**src/rtl/icosoc_ctrl_master.sv**
```systemverilog
// Bridges the CPU native memory port onto NUM_MODS per-module ctrl buses with one-hot strobes.
// A timeout guard answers with all-ones when the selected responder never raises done.
module icosoc_ctrl_master #(
    parameter int         NUM_MODS = 16,
    parameter logic [7:0] BASE_HI  = 8'h20,
    parameter int         TIMEOUT  = 255
) (
    input  logic                     clk,
    input  logic                     resetn,
    input  logic                     mem_valid,
    input  logic [31:0]              mem_addr,
    input  logic [31:0]              mem_wdata,
    input  logic [3:0]               mem_wstrb,
    output logic                     mem_ready,
    output logic [31:0]              mem_rdata,
    output logic [NUM_MODS-1:0]      ctrl_wr,
    output logic [NUM_MODS-1:0]      ctrl_rd,
    output logic [7:0]               ctrl_addr,
    output logic [31:0]              ctrl_wdat,
    input  logic [32*NUM_MODS-1:0]   ctrl_rdat_all,
    input  logic [NUM_MODS-1:0]      ctrl_done_all,
    output logic                     err_timeout,
    output logic                     err_decode
);

    localparam int TW = (TIMEOUT > 0) ? $clog2(TIMEOUT + 1) : 1;
    localparam int IW = (NUM_MODS > 1) ? $clog2(NUM_MODS) : 1;
    localparam logic [TW-1:0] TLAST = TW'((TIMEOUT > 0) ? TIMEOUT - 1 : 0);

    typedef enum logic [1:0] {IDLE, ACCESS, RESP} state_t;

    state_t              state;
    logic [IW-1:0]       sel;
    logic                is_wr;
    logic [TW-1:0]       timer;

    logic [7:0]          req_idx;
    logic                req_hit;
    logic                idx_ok;
    logic [NUM_MODS-1:0] req_onehot;
    logic                done_sel;
    logic [31:0]         rdat_sel;

    assign req_idx    = mem_addr[23:16];
    assign req_hit    = mem_valid && (mem_addr[31:24] == BASE_HI);
    assign idx_ok     = {24'd0, req_idx} < 32'(NUM_MODS);
    assign req_onehot = NUM_MODS'(1) << req_idx;
    assign done_sel   = ctrl_done_all[sel];

    always_comb begin
        rdat_sel = '0;
        for (int i = 0; i < NUM_MODS; i++) begin
            if (sel == IW'(i))
                rdat_sel = ctrl_rdat_all[32*i +: 32];
        end
    end

    always_ff @(posedge clk) begin
        if (!resetn) begin
            state       <= IDLE;
            sel         <= '0;
            is_wr       <= 1'b0;
            timer       <= '0;
            mem_ready   <= 1'b0;
            mem_rdata   <= '0;
            ctrl_wr     <= '0;
            ctrl_rd     <= '0;
            ctrl_addr   <= '0;
            ctrl_wdat   <= '0;
            err_timeout <= 1'b0;
            err_decode  <= 1'b0;
        end else begin
            case (state)
                IDLE: begin
                    mem_ready <= 1'b0;
                    if (req_hit) begin
                        if (idx_ok) begin
                            ctrl_addr <= mem_addr[7:0];
                            ctrl_wdat <= mem_wdata;
                            sel       <= req_idx[IW-1:0];
                            is_wr     <= |mem_wstrb;
                            if (|mem_wstrb)
                                ctrl_wr <= req_onehot;
                            else
                                ctrl_rd <= req_onehot;
                            timer     <= '0;
                            state     <= ACCESS;
                        end else begin
                            err_decode <= 1'b1;
                            mem_rdata  <= '0;
                            mem_ready  <= 1'b1;
                            state      <= RESP;
                        end
                    end
                end
                ACCESS: begin
                    // done wins over a timeout expiring on the same edge
                    if (done_sel) begin
                        ctrl_wr   <= '0;
                        ctrl_rd   <= '0;
                        mem_rdata <= is_wr ? 32'd0 : rdat_sel;
                        mem_ready <= 1'b1;
                        state     <= RESP;
                    end else if (TIMEOUT != 0 && timer == TLAST) begin
                        ctrl_wr     <= '0;
                        ctrl_rd     <= '0;
                        mem_rdata   <= 32'hFFFF_FFFF;
                        err_timeout <= 1'b1;
                        mem_ready   <= 1'b1;
                        state       <= RESP;
                    end else if (timer != '1) begin
                        timer <= timer + 1'b1;
                    end
                end
                RESP: begin
                    mem_ready <= 1'b0;
                    state     <= IDLE;
                end
                default: state <= IDLE;
            endcase
        end
    end

endmodule

```
**config.mk**
```make
export PLATFORM = sky130hd
export DESIGN_NAME = icosoc_ctrl_master
export DESIGN_NICKNAME = d
export VERILOG_FILES = /design/src/rtl/icosoc_ctrl_master.sv
export SDC_FILE = /design/constraint.sdc
export NUM_CORES = 1
export LEC_CHECK = 0
export BUFFER_PORTS_ARGS = -buffer_cell sky130_fd_sc_hd__clkbuf_2
export CAP_MARGIN = 20
export CORE_AREA = 10 10 266 268
export DETAILED_ROUTE_END_ITERATION = 8
export DIE_AREA = 0 0 276 278
export PLACE_DENSITY = 0.4
export SLEW_MARGIN = 20
export SYNTH_ARGS = -nofsm -noshare
export SYNTH_HDL_FRONTEND = slang
export SYNTH_SLANG_ARGS = --single-unit
```
**constraint.sdc**
```tcl
create_clock -name clk -period 3.6 [get_ports clk]
set_input_delay 0 -clock clk [delete_from_list [all_inputs] [get_ports clk]]
set_output_delay 0 -clock clk [all_outputs]
set_load 0.02 [all_outputs]
```
==> qor.yml, run 1 <==
switching_share: 0.282
place_congestion: 0.906
post_cts_buffers: 0
power_density_nw_per_um2: 233
grtUsageTotal: 0.207
nNetsFinal: 2679
period_needed_ns: 3.11
fp-row-count: 94
slew_violations: 0
synth-compound-area-share: 0.397
fin_skew_ns: 0.0124
clk_path_buf_depth: 2
design_area_sq_um: 15900
synth-edff-count: 0
drtPass1Iterations: 5
holdBufCountCts: 53
numPortBuffers: 697
synth_xor_area_frac: 0.000855
synth_top_family_by_area: "compound AO/OA/AOI/OAI gates"
final_hold_viol_count: 0
worst_slack_ns: 0.493
startpoint_type: "register"
p_int_mw: 2.66
nFillCells: 7425
synth_seq_cells: 122
rsz0062_at_grt: "no"
crit_chain: "or2_2, o22ai_1, o32a_1, a2111oi_0, a2111o_1, a32o_1"
r2r_end: "mem_rdata[11]$_SDFFE_PN0P_"
post-dp-hpwl_mm: 71.5
cts_resized: 0
period_share: 0.863
required_ns: 3.98
cts_buffers: 17
tightest_slew_ns: 1.17
grt_max_degree: 95
die_w_um: 276
drtAntennaViolNets: 0
cts_tree: "yes"
synthMuxAreaShare: 0.0915
dpl_cell_area_sq_um: 14800
drt_iter0_markers: 1221
status: "complete, no violations"
seq_power_share: 0.364
grt_pass1_vias: 15100
syn_area_sq_um: 10200
crit_buf_inv: 0
place_ws_ns: 0.512
viasPerCell: 4.87
grt_overflow: 0
yosys_warnings: 0
syn_nets: 1987
start_util: 0.157
clkTransAtPathRegs_ns: 0.06
fin_cells: 2965
net-switching-power_mw: 1.05
async_flop_share: 0
htreeDepth: 4
layout_common_cells: "clkbuf_2, nand2_1, dfxtp_1"
ff2ff_path_depth: 6
critical_path_class: "reg2reg"
p_comb_frac: 0.181
ys.flop_type: "dfxtp_1"
crit_path_max_fanout: 37
yosys.area_share.simple: 0.199
ir_drop_mv: 0.315
num_vias: 14400
fmax_mhz: 322
synth-adder-area-share: 0.00611
final_common_cell: "clkbuf_2"
critPathSlowestCell: "a2111oi_0"
timing.hold.ws_ns: 0.0307
pin_count: 706
root_buffer: "clkbuf_16"
setup_violations: 0
cts_sinks: 122
syn_to_final_growth_pct: 55.4
clkPwrFrac: 0.456
hold_path_depth: 5
wl_per_cell_um: 28.5
grt_antenna_before_repair: 32
synth_cell_types: 72
grt_pass1_wl_mm: 117
seq_area_frac_synth: 0.239
p_leak_nw: 6.60
max-slew-margin-rel: 0.217
arrival_ns: 3.49
hold_end: "mem_rdata[20]$_SDFFE_PN0P_"
clk_latency_ns: 0.44
finalWirelength_mm: 84.4
synth_cells: 1383
layout-drive-gt1-share: 0.416
die_area_sq_um: 76700
max_stage_delay_ns: 0.88
die_h_um: 278
worstSetupEndpointType: "register"
hp-start: "ctrl_rdat_all[404]"
core_area_sq_um: 65400
worstHoldPathType: "in2reg"
critPathTopFamily: "compound AO/OA/AOI/OAI gates"
max_cap_viol_count: 0
post-route-drc-count: 0
r2r_slack_ns: 0.49
crit-reg2reg-launch: "sel[1]$_SDFFE_PN0P_"
syn_avg_cell_area_sq_um: 7.40
dp.cells: 2867
setup-tns-final_ns: 0
==> metrics by stage <==
step                utilization  power, mW
finish                    0.243       3.71
global route              0.243       3.88
CTS                       0.243       3.77
detailed placement        0.226       2.00
global placement          0.226       2.00
floorplan                     -       1.56
==> cell type report <==
| cell class | instances | area, sq um | area share |
|---|---|---|---|
| clock inverter | 14 | 124 | 0.00779 |
| antenna | 13 | 32.5 | 0.00204 |
| inverter | 18 | 67.6 | 0.00425 |
| clock buffer | 18 | 450 | 0.0283 |
| timing repair buffer | 816 | 4530 | 0.285 |
| multi-input combinational | 1100 | 7160 | 0.450 |
| sequential | 122 | 2460 | 0.155 |
| tap | 864 | 1080 | 0.0680 |
==> how the worst max path moves through the flow <==
stage                     cells past startpoint                    endpoint                 from  slack (ns)
final                                         6  mem_rdata[11]$_SDFFE_PN0P_  sel[1]$_SDFFE_PN0P_        0.49
after global placement                        6  mem_rdata[13]$_SDFFE_PN0P_  sel[1]$_SDFFE_PN0P_        0.51
after CTS                                     6  mem_rdata[13]$_SDFFE_PN0P_  sel[1]$_SDFFE_PN0P_        0.46
after detailed placement                      6  mem_rdata[13]$_SDFFE_PN0P_  sel[1]$_SDFFE_PN0P_        0.51
after floorplan                              10  mem_rdata[12]$_SDFFE_PN0P_  sel[1]$_SDFFE_PN0P_        1.29
after global routing                          7  mem_rdata[11]$_SDFFE_PN0P_  sel[1]$_SDFFE_PN0P_        0.39
==> state kept, by name, indices dropped and copies added (netlist names) <==
name	flops
ctrl_wr	16
ctrl_addr	8
timer	8
mem_rdata	32
err_timeout	1
ctrl_rd	16
sel	4
mem_ready	1
err_decode	1
ctrl_wdat	32
state	2
is_wr	1
==> synth_stat cells, types with 7 or more instances <==
library cell | count | area share
mux4_2 | 11 | 0.024
nand3_1 | 50 | 0.024
a32oi_1 | 7 | 0.0060
inv_1 | 17 | 0.0062
a221oi_1 | 16 | 0.014
nor2_1 | 80 | 0.029
buf_1 | 8 | 0.0029
a21o_1 | 12 | 0.0088
buf_2 | 49 | 0.024
a21boi_0 | 47 | 0.034
o211ai_1 | 16 | 0.012
a221o_1 | 12 | 0.012
o21a_1 | 15 | 0.011
nor3_1 | 30 | 0.015
nand2b_1 | 21 | 0.013
mux2_2 | 28 | 0.031
a32o_1 | 14 | 0.014
nor2b_1 | 22 | 0.013
a211oi_1 | 25 | 0.018
and2_1 | 8 | 0.0049
dfxtp_1 | 122 | 0.24
o221ai_1 | 8 | 0.0068
a2111oi_0 | 7 | 0.0060
a21oi_1 | 107 | 0.052
o22ai_1 | 35 | 0.021
o21ai_0 | 111 | 0.054
or2_2 | 11 | 0.0067
a22o_1 | 13 | 0.011
nand2_1 | 164 | 0.060
a211o_1 | 12 | 0.010
nand4_1 | 9 | 0.0055
o22a_1 | 7 | 0.0060
o2bb2ai_1 | 27 | 0.023
clkbuf_1 | 81 | 0.030
a2bb2oi_1 | 10 | 0.0086
mux2i_1 | 36 | 0.035
a31oi_1 | 9 | 0.0055
a22oi_1 | 27 | 0.020
==> cells by family after synthesis <==
| group | Yosys count |
|---|---|
| AOI/OAI and AO/OA | 585 |
| xor gates and xnor gates | 1 |
| adders and majority gates | 5 |
| buffers and inverters | 161 |
| DFF | 122 |
| muxes | 76 |
| and+or+nand+nor | 433 |
==> layer usage <==
layer | GRT usage | wire [um]
met5 | 0 | 186
met4 | 0.0598 | 1920
met3 | 0.0735 | 7560
met2 | 0.358 | 41000
met1 | 0.237 | 33700
==> worst min-delay path: stages <==
cell and delay [ns]:
clkbuf_2 0.08, a21oi_1 0.06, nor2_1 0.08, a211oi_1 0.08, o2bb2ai_1 0.14
==> power by group through the flow <==
stage / registers (mW) / clock network (mW) / logic [mW]
floorplan: 1.38 / 0 / 0.173
global placement: 1.38 / 0 / 0.616
detailed placement: 1.38 / 0 / 0.617
CTS: 1.35 / 1.75 / 0.667
global route: 1.35 / 1.81 / 0.719
finish: 1.35 / 1.69 / 0.670
(Power assumes the default switching activity.)
==> run 2, diff against run 1 <==
Settings changed: ABC_AREA set to 1, CORE_AREA 10 10 266 268 to 10 10 267 269, DIE_AREA 0 0 276 278 to 0 0 277 279, HOLD_SLACK_MARGIN set to 0.1, PLACE_DENSITY 0.4 to 0.38.
==> qor.yml, run 2 <==
status: "complete, no violations"
post-route-drc-count: 0  # unchanged
synth_cell_types: 35  # -51%
timing.hold.ws_ns: 0.117  # +0.0865 ns
clk_latency_ns: 0.44  # about the same
final_hold_viol_count: 0  # unchanged
die_h_um: 279  # +0.36%
syn_to_final_growth_pct: 67.3
fin_skew_ns: 0.0145  # +0.00205 ns
synth-compound-area-share: 0.128  # -0.269
fmax_mhz: 299  # -7.1%
viasPerCell: 4.23  # -13%
p_comb_frac: 0.200  # +0.019
synth_top_area_cell: "dfxtp_1"
wl_met1_mm: 31.4  # -6.7%
net-switching-power_mw: 1.21  # +15%
fp-row-count: 94  # unchanged
max-slew-margin-rel: 0.198  # -0.0182
top_layer: "met5"
clk_path_buf_depth: 2  # unchanged
syn_area_sq_um: 9590  # -6.4%
tightest_slew_ns: 1.20  # +0.0286 ns
seq_area_frac_synth: 0.255  # +0.0162
multi_input_area_sq_um: 6120  # -15%
grt_antenna_before_repair: 15  # -53%
post-dp-hpwl_mm: 65.6  # -8.2%
yosys_warnings: 0  # unchanged
layout_common_cells: "clkbuf_2, nand2_1, nor2_1"
yosysMostFrequentCell: "nand2_1"
drtAntennaViolNets: 0  # unchanged
syn_avg_cell_area_sq_um: 5.50  # -26%
synthMuxAreaShare: 0  # -0.0915
met2_length_mm: 38.5  # -6.1%
grt_pass1_vias: 15000  # -0.49%
slew_violations: 0  # unchanged
wl_per_cell_um: 22.7  # -20%
dp.cells: 3246  # +13%
clkPwrFrac: 0.457  # about the same
hp-start: "ctrl_rdat_all[472]"
place_congestion: 0.915  # +1.0%
critPathSlowestCell: "dlygate4sd3_1"
layout-drive-gt1-share: 0.344  # -0.0715
crit_path_max_fanout: 12  # -68%
crit_buf_inv: 4  # +4
synth_xor_area_frac: 0.00365  # +0.00280
core_area_sq_um: 65600  # +0.36%
cts_buffers: 17  # unchanged
synth_top_family_by_area: "simple AND/OR/NAND/NOR gates"
synth_cells: 1743  # +26%
grt_overflow: 0  # unchanged
r2r_slack_ns: 0.25  # -0.24 ns
max_stage_delay_ns: 0.54  # -0.34 ns
grt_pass1_wl_mm: 108  # -7.3%
ir_drop_mv: 0.197  # -38%
design_area_sq_um: 16000  # +0.81%
syn_nets: 2347  # +18%
synth_seq_cells: 122  # unchanged
grt_max_degree: 49  # -48%
dpl_cell_area_sq_um: 14100  # -4.3%
wl_met3_mm: 6.07  # -20%
drt_iter0_markers: 881  # -28%
seq_power_share: 0.343  # -0.021
start_util: 0.146  # -0.0105
period_needed_ns: 3.35  # +0.239 ns
seq_area_sq_um: 2440  # -0.66%
required_ns: 3.90  # -0.08 ns
pin_count: 706  # unchanged
startpoint_type: "register"
drtPass1Iterations: 5  # unchanged
synth_area_leaders: "dfxtp_1, nand2_1, nor2_1"
critPathTopFamily: "simple AND/OR/NAND/NOR gates"
place_ws_ns: 0.134  # -0.378 ns
crit_top_cell: "nand2_1"
worstSetupEndpointType: "register"
crit_start: "sel[3]$_SDFFE_PN0P_"
max_cap_viol_count: 0  # unchanged
cts_tree: "yes"
power_density_nw_per_um2: 247  # +6.0%
worst_slack_ns: 0.254  # -0.239 ns
yosys.area_share.simple: 0.491  # +0.292
crit-reg2reg-launch: "sel[3]$_SDFFE_PN0P_"
synth-adder-area-share: 0.00652  # +0.000415
numPortBuffers: 697  # unchanged
grtUsageTotal: 0.190  # -0.0173
synth_commonest_cells: "nand2_1, nor2_1, inv_1"
nFillCells: 7622  # +2.7%
p_int_mw: 2.75  # +3.4%
root_buffer: "clkbuf_16"
arrival_ns: 3.64  # +0.15 ns
p_leak_nw: 8.04  # +22%
finalWirelength_mm: 77.7  # -8.0%
switching_share: 0.305  # +0.0228
synth_top_area_share: 0.255  # +0.0162
worstHoldPathType: "in2reg"
nNetsFinal: 3133  # +17%
rsz0062_at_grt: "yes"
critical_path_class: "reg2reg"
cts_sinks: 122  # unchanged
setup_violations: 0  # unchanged
htreeDepth: 4  # unchanged
clkTransAtPathRegs_ns: 0.08  # +0.02 ns
crit_chain: "inv_2, nor2_1, inv_1, nor2_4, inv_1, or2_2, nand2_1, nand4_1, nand2_1, dlygate4sd3_1, nand2_1, nand2_1, a21oi_1"
fin_cells: 3415  # +15%
period_share: 0.930  # +0.0664
die_w_um: 277  # +0.36%
num_vias: 14500  # +0.042%
fin_util: 0.244  # +0.00109
async_flop_share: 0  # unchanged
synth-edff-count: 0  # unchanged
final_common_cell: "clkbuf_2"
top_regs: "ctrl_wdat: 32 flops, mem_rdata: 32 flops"
ys.flop_type: "dfxtp_1"
die_area_sq_um: 77300  # +0.72%
[run 2: changes by cell type after synthesis, moves of 36 or more]
cell,before,now
nor2_1,80,219
a21boi_0,47,0
nand4_1,9,80
inv_1,17,169
mux2i_1,36,0
nand3_1,50,94
or2_2,11,63
nand2_1,164,598
[run 2: area by class of cell]
class | count | share of cell area
multi-input combinational | 1344 | 0.382
timing repair buffer | 867 | 0.319
sequential | 122 | 0.152
tap | 864 | 0.0674
inverter | 177 | 0.0414
clock buffer | 18 | 0.0274
clock inverter | 14 | 0.00921
antenna | 9 | 0.00140
[run 2: power groups by stage]
stage | sequential, mW | combinational (mW) | clock [mW]
2_1_floorplan | 1.40 | 0.183 | 0
3_5_place_dp | 1.39 | 0.687 | 0
4_1_cts | 1.36 | 0.800 | 1.88
5_1_grt | 1.36 | 0.864 | 1.92
3_3_place_gp | 1.39 | 0.687 | 0
6_report | 1.36 | 0.792 | 1.81
[run 2: kinds of logic (layout without fill, tap and decap cells)]
group                    Yosys count  count (layout)
AND/OR/NAND/NOR                 1096            1097
adder cells (fa/ha/maj)            5               5
flip-flops                       122             122
AO/OA/AOI/OAI                    238             238
XOR/XNOR                           4               4
buffers and inverters            278            1076
other                              0               9
[run 2: per-layer routing]
metal	vias up	global-route usage
met5	-	0
met4	8	0.0539
met3	60	0.0528
met2	633	0.339
met1	6641	0.218
li1	7109	-
[run 2: metrics by stage]
step,power (mW),setup TNS (ns)
after global routing,4.14,-0.00827
after CTS,4.04,0
after floorplan,1.58,0
final,3.96,0
after detailed placement,2.08,0
after global placement,2.08,0
[run 2: path summary, 6_finish.rpt]
kind	endpoint	cells after the start
min reg2reg	mem_rdata[19]$_SDFFE_PN0P_	2
min	mem_rdata[24]$_SDFFE_PN0P_	7
max reg2reg	mem_rdata[12]$_SDFFE_PN0P_	13
max	mem_rdata[12]$_SDFFE_PN0P_	13
[run 2: worst min-delay path, cell delays in order]
cell	delay [ns]
clkbuf_2	0.10
a21oi_1	0.07
nand2_1	0.10
nand2_1	0.05
nand2_1	0.05
nand2_1	0.04
a21oi_1	0.10
[run 2: repair_timing]
action / CTS / global route
hold buffers: 125 / 0
endpoints found under the hold margin: 101 / 0
setup endpoints to repair: 0 / 7
buffers inserted: 0 / 2
resized for setup: 0 / 5
==> run 3, diff against run 2 <==
Settings changed: BUFFER_PORTS_ARGS -buffer_cell sky130_fd_sc_hd__clkbuf_2 to -buffer_cell sky130_fd_sc_hd__buf_2.
==> qor.yml, run 3 (synthesis results as in run 2) <==
die_h_um: 279  # unchanged
syn_to_final_growth_pct: 66.1
setup-tns-final_ns: 0  # unchanged
p_leak_nw: 7.96  # -1.0%
grtUsageTotal: 0.191  # +0.000602
viasPerCell: 4.27  # +0.89%
nFillCells: 7693  # +0.93%
post-dp-hpwl_mm: 65.9  # +0.49%
pin_count: 706  # unchanged
drtPass1Iterations: 7  # +2
grt_pass1_vias: 14900  # -0.60%
num_vias: 14500  # +0.60%
power_density_nw_per_um2: 245  # -1.0%
nNetsFinal: 3123  # -0.32%
arrival_ns: 3.67  # +0.03 ns
numPortBuffers: 697  # unchanged
ir_drop_mv: 0.263  # +34%
max_cap_viol_count: 0  # unchanged
final_common_cell: "buf_2"
final_hold_viol_count: 0  # unchanged
status: "complete, no violations"
die_w_um: 277  # unchanged
crit_path_max_fanout: 25  # +13
cts_tree: "yes"
core_area_sq_um: 65600  # unchanged
grt_pass1_wl_mm: 109  # +0.66%
wl_met3_mm: 6.52  # +7.5%
max-slew-margin-rel: 0.296  # +0.0976
worst_slack_ns: 0.232  # -0.0215 ns
clk_latency_ns: 0.45  # about the same
cts_buffers: 17  # unchanged
grt_antenna_before_repair: 22  # +7
wl_met1_mm: 31.7  # +0.74%
cts_sinks: 122  # unchanged
htreeDepth: 4  # unchanged
place_ws_ns: 0.313  # +0.179 ns
layout_common_cells: "buf_2, nand2_1, nor2_1"
top_regs: "ctrl_wdat: 32 flops, mem_rdata: 32 flops"
top_layer: "met5"
period_share: 0.935  # +0.00597
finalWirelength_mm: 78.2  # +0.71%
drt_iter0_markers: 1048  # +19%
required_ns: 3.91  # about the same
layout-drive-gt1-share: 0.348  # +0.00373
wl_per_cell_um: 23.0  # +1.0%
fp-row-count: 94  # unchanged
worstHoldPathType: "in2reg"
setup_violations: 0  # unchanged
rsz0062_at_grt: "no"
period_needed_ns: 3.37  # +0.0215 ns
worstSetupEndpointType: "register"
multi_input_area_sq_um: 6130  # +0.12%
tightest_slew_ns: 1.05  # -0.146 ns
clk_path_buf_depth: 2  # unchanged
met2_length_mm: 38.5  # about the same
place_congestion: 0.939  # +2.5%
post-route-drc-count: 0  # unchanged
seq_area_sq_um: 2440  # +0.10%
fin_skew_ns: 0.0193  # +0.00482 ns
fmax_mhz: 297  # -0.64%
startpoint_type: "register"
drtAntennaViolNets: 0  # unchanged
grt_max_degree: 69  # +41%
die_area_sq_um: 77300  # unchanged
clkTransAtPathRegs_ns: 0.07  # about the same
root_buffer: "clkbuf_16"
slew_violations: 0  # unchanged
grt_overflow: 0  # unchanged
start_util: 0.146  # unchanged
critical_path_class: "reg2reg"
-- run 3: final timing paths --
| kind | cells past startpoint | slack, ns | start | endpoint |
|---|---|---|---|---|
| setup / recovery | 16 | 0.23 | sel[2]$_SDFFE_PN0P_ | mem_rdata[12]$_SDFFE_PN0P_ |
| hold / removal | 3 | 0.09 | resetn | ctrl_wdat[26]$_SDFFE_PN0P_ |
| setup reg to reg | 16 | 0.23 | sel[2]$_SDFFE_PN0P_ | mem_rdata[12]$_SDFFE_PN0P_ |
| hold reg to reg | 2 | 0.46 | mem_rdata[10]$_SDFFE_PN0P_ | mem_rdata[10]$_SDFFE_PN0P_ |
-- run 3: worst max-delay path, cell delays in order, from the launching register on --
cell	delay (ns)
dfxtp_1	0.44
nand2_2	0.28
nor2_2	0.18
buf_4	0.34
inv_2	0.21
or2_2	0.32
nand2_1	0.08
nand4_1	0.07
nand2_1	0.09
nand3_1	0.07
nand2_1	0.18
nand4_1	0.14
nand2_1	0.08
dlygate4sd3_1	0.54
nand2_1	0.05
nand2_1	0.07
a21oi_1	0.07
-- run 3: report_power, final --
| part | switching (mW) | internal (mW) | leakage, nW |
|---|---|---|---|
| Clock | 0.769 | 0.984 | 0.272 |
| Sequential | 0.00377 | 1.36 | 0.983 |
| Combinational | 0.395 | 0.385 | 6.71 |
-- run 3: metrics by stage --
step / cells / hold slack (ns) / power [mW] / cell area, sq um / util
after floorplan: 1743 / 0.167 / 1.58 / 9590 / -
after global placement: 3248 / 0.250 / 2.08 / 14100 / 0.215
after detailed placement: 3248 / 0.256 / 2.08 / 14100 / 0.215
after CTS: 3391 / 0.103 / 3.98 / 15800 / 0.241
after global routing: 3402 / 0.122 / 4.08 / 15900 / 0.243
final: 3405 / 0.0919 / 3.89 / 15900 / 0.243
-- run 3: per-layer routing --
| metal | vias to the layer above | track usage |
|---|---|---|
| li1 | 7082 | - |
| met1 | 6720 | 0.224 |
| met2 | 650 | 0.337 |
| met3 | 65 | 0.0552 |
| met4 | 20 | 0.0445 |
| met5 | - | 0 |
-- run 3: layout make-up --
cell class	count	area share
multi-input combinational	1344	0.385
timing repair buffer	857	0.314
sequential	122	0.154
tap	864	0.0679
inverter	177	0.0417
clock buffer	18	0.0276
clock inverter	14	0.00864
antenna	9	0.00141
-- run 3: repair_timing --
action | 4_1_cts | 5_1_grt
endpoints found under the hold margin | 95 | 0
hold buffers | 111 | 0
setup buffers | 0 | 4
endpoints found under the setup margin | 0 | 12
resized for setup | 0 | 8
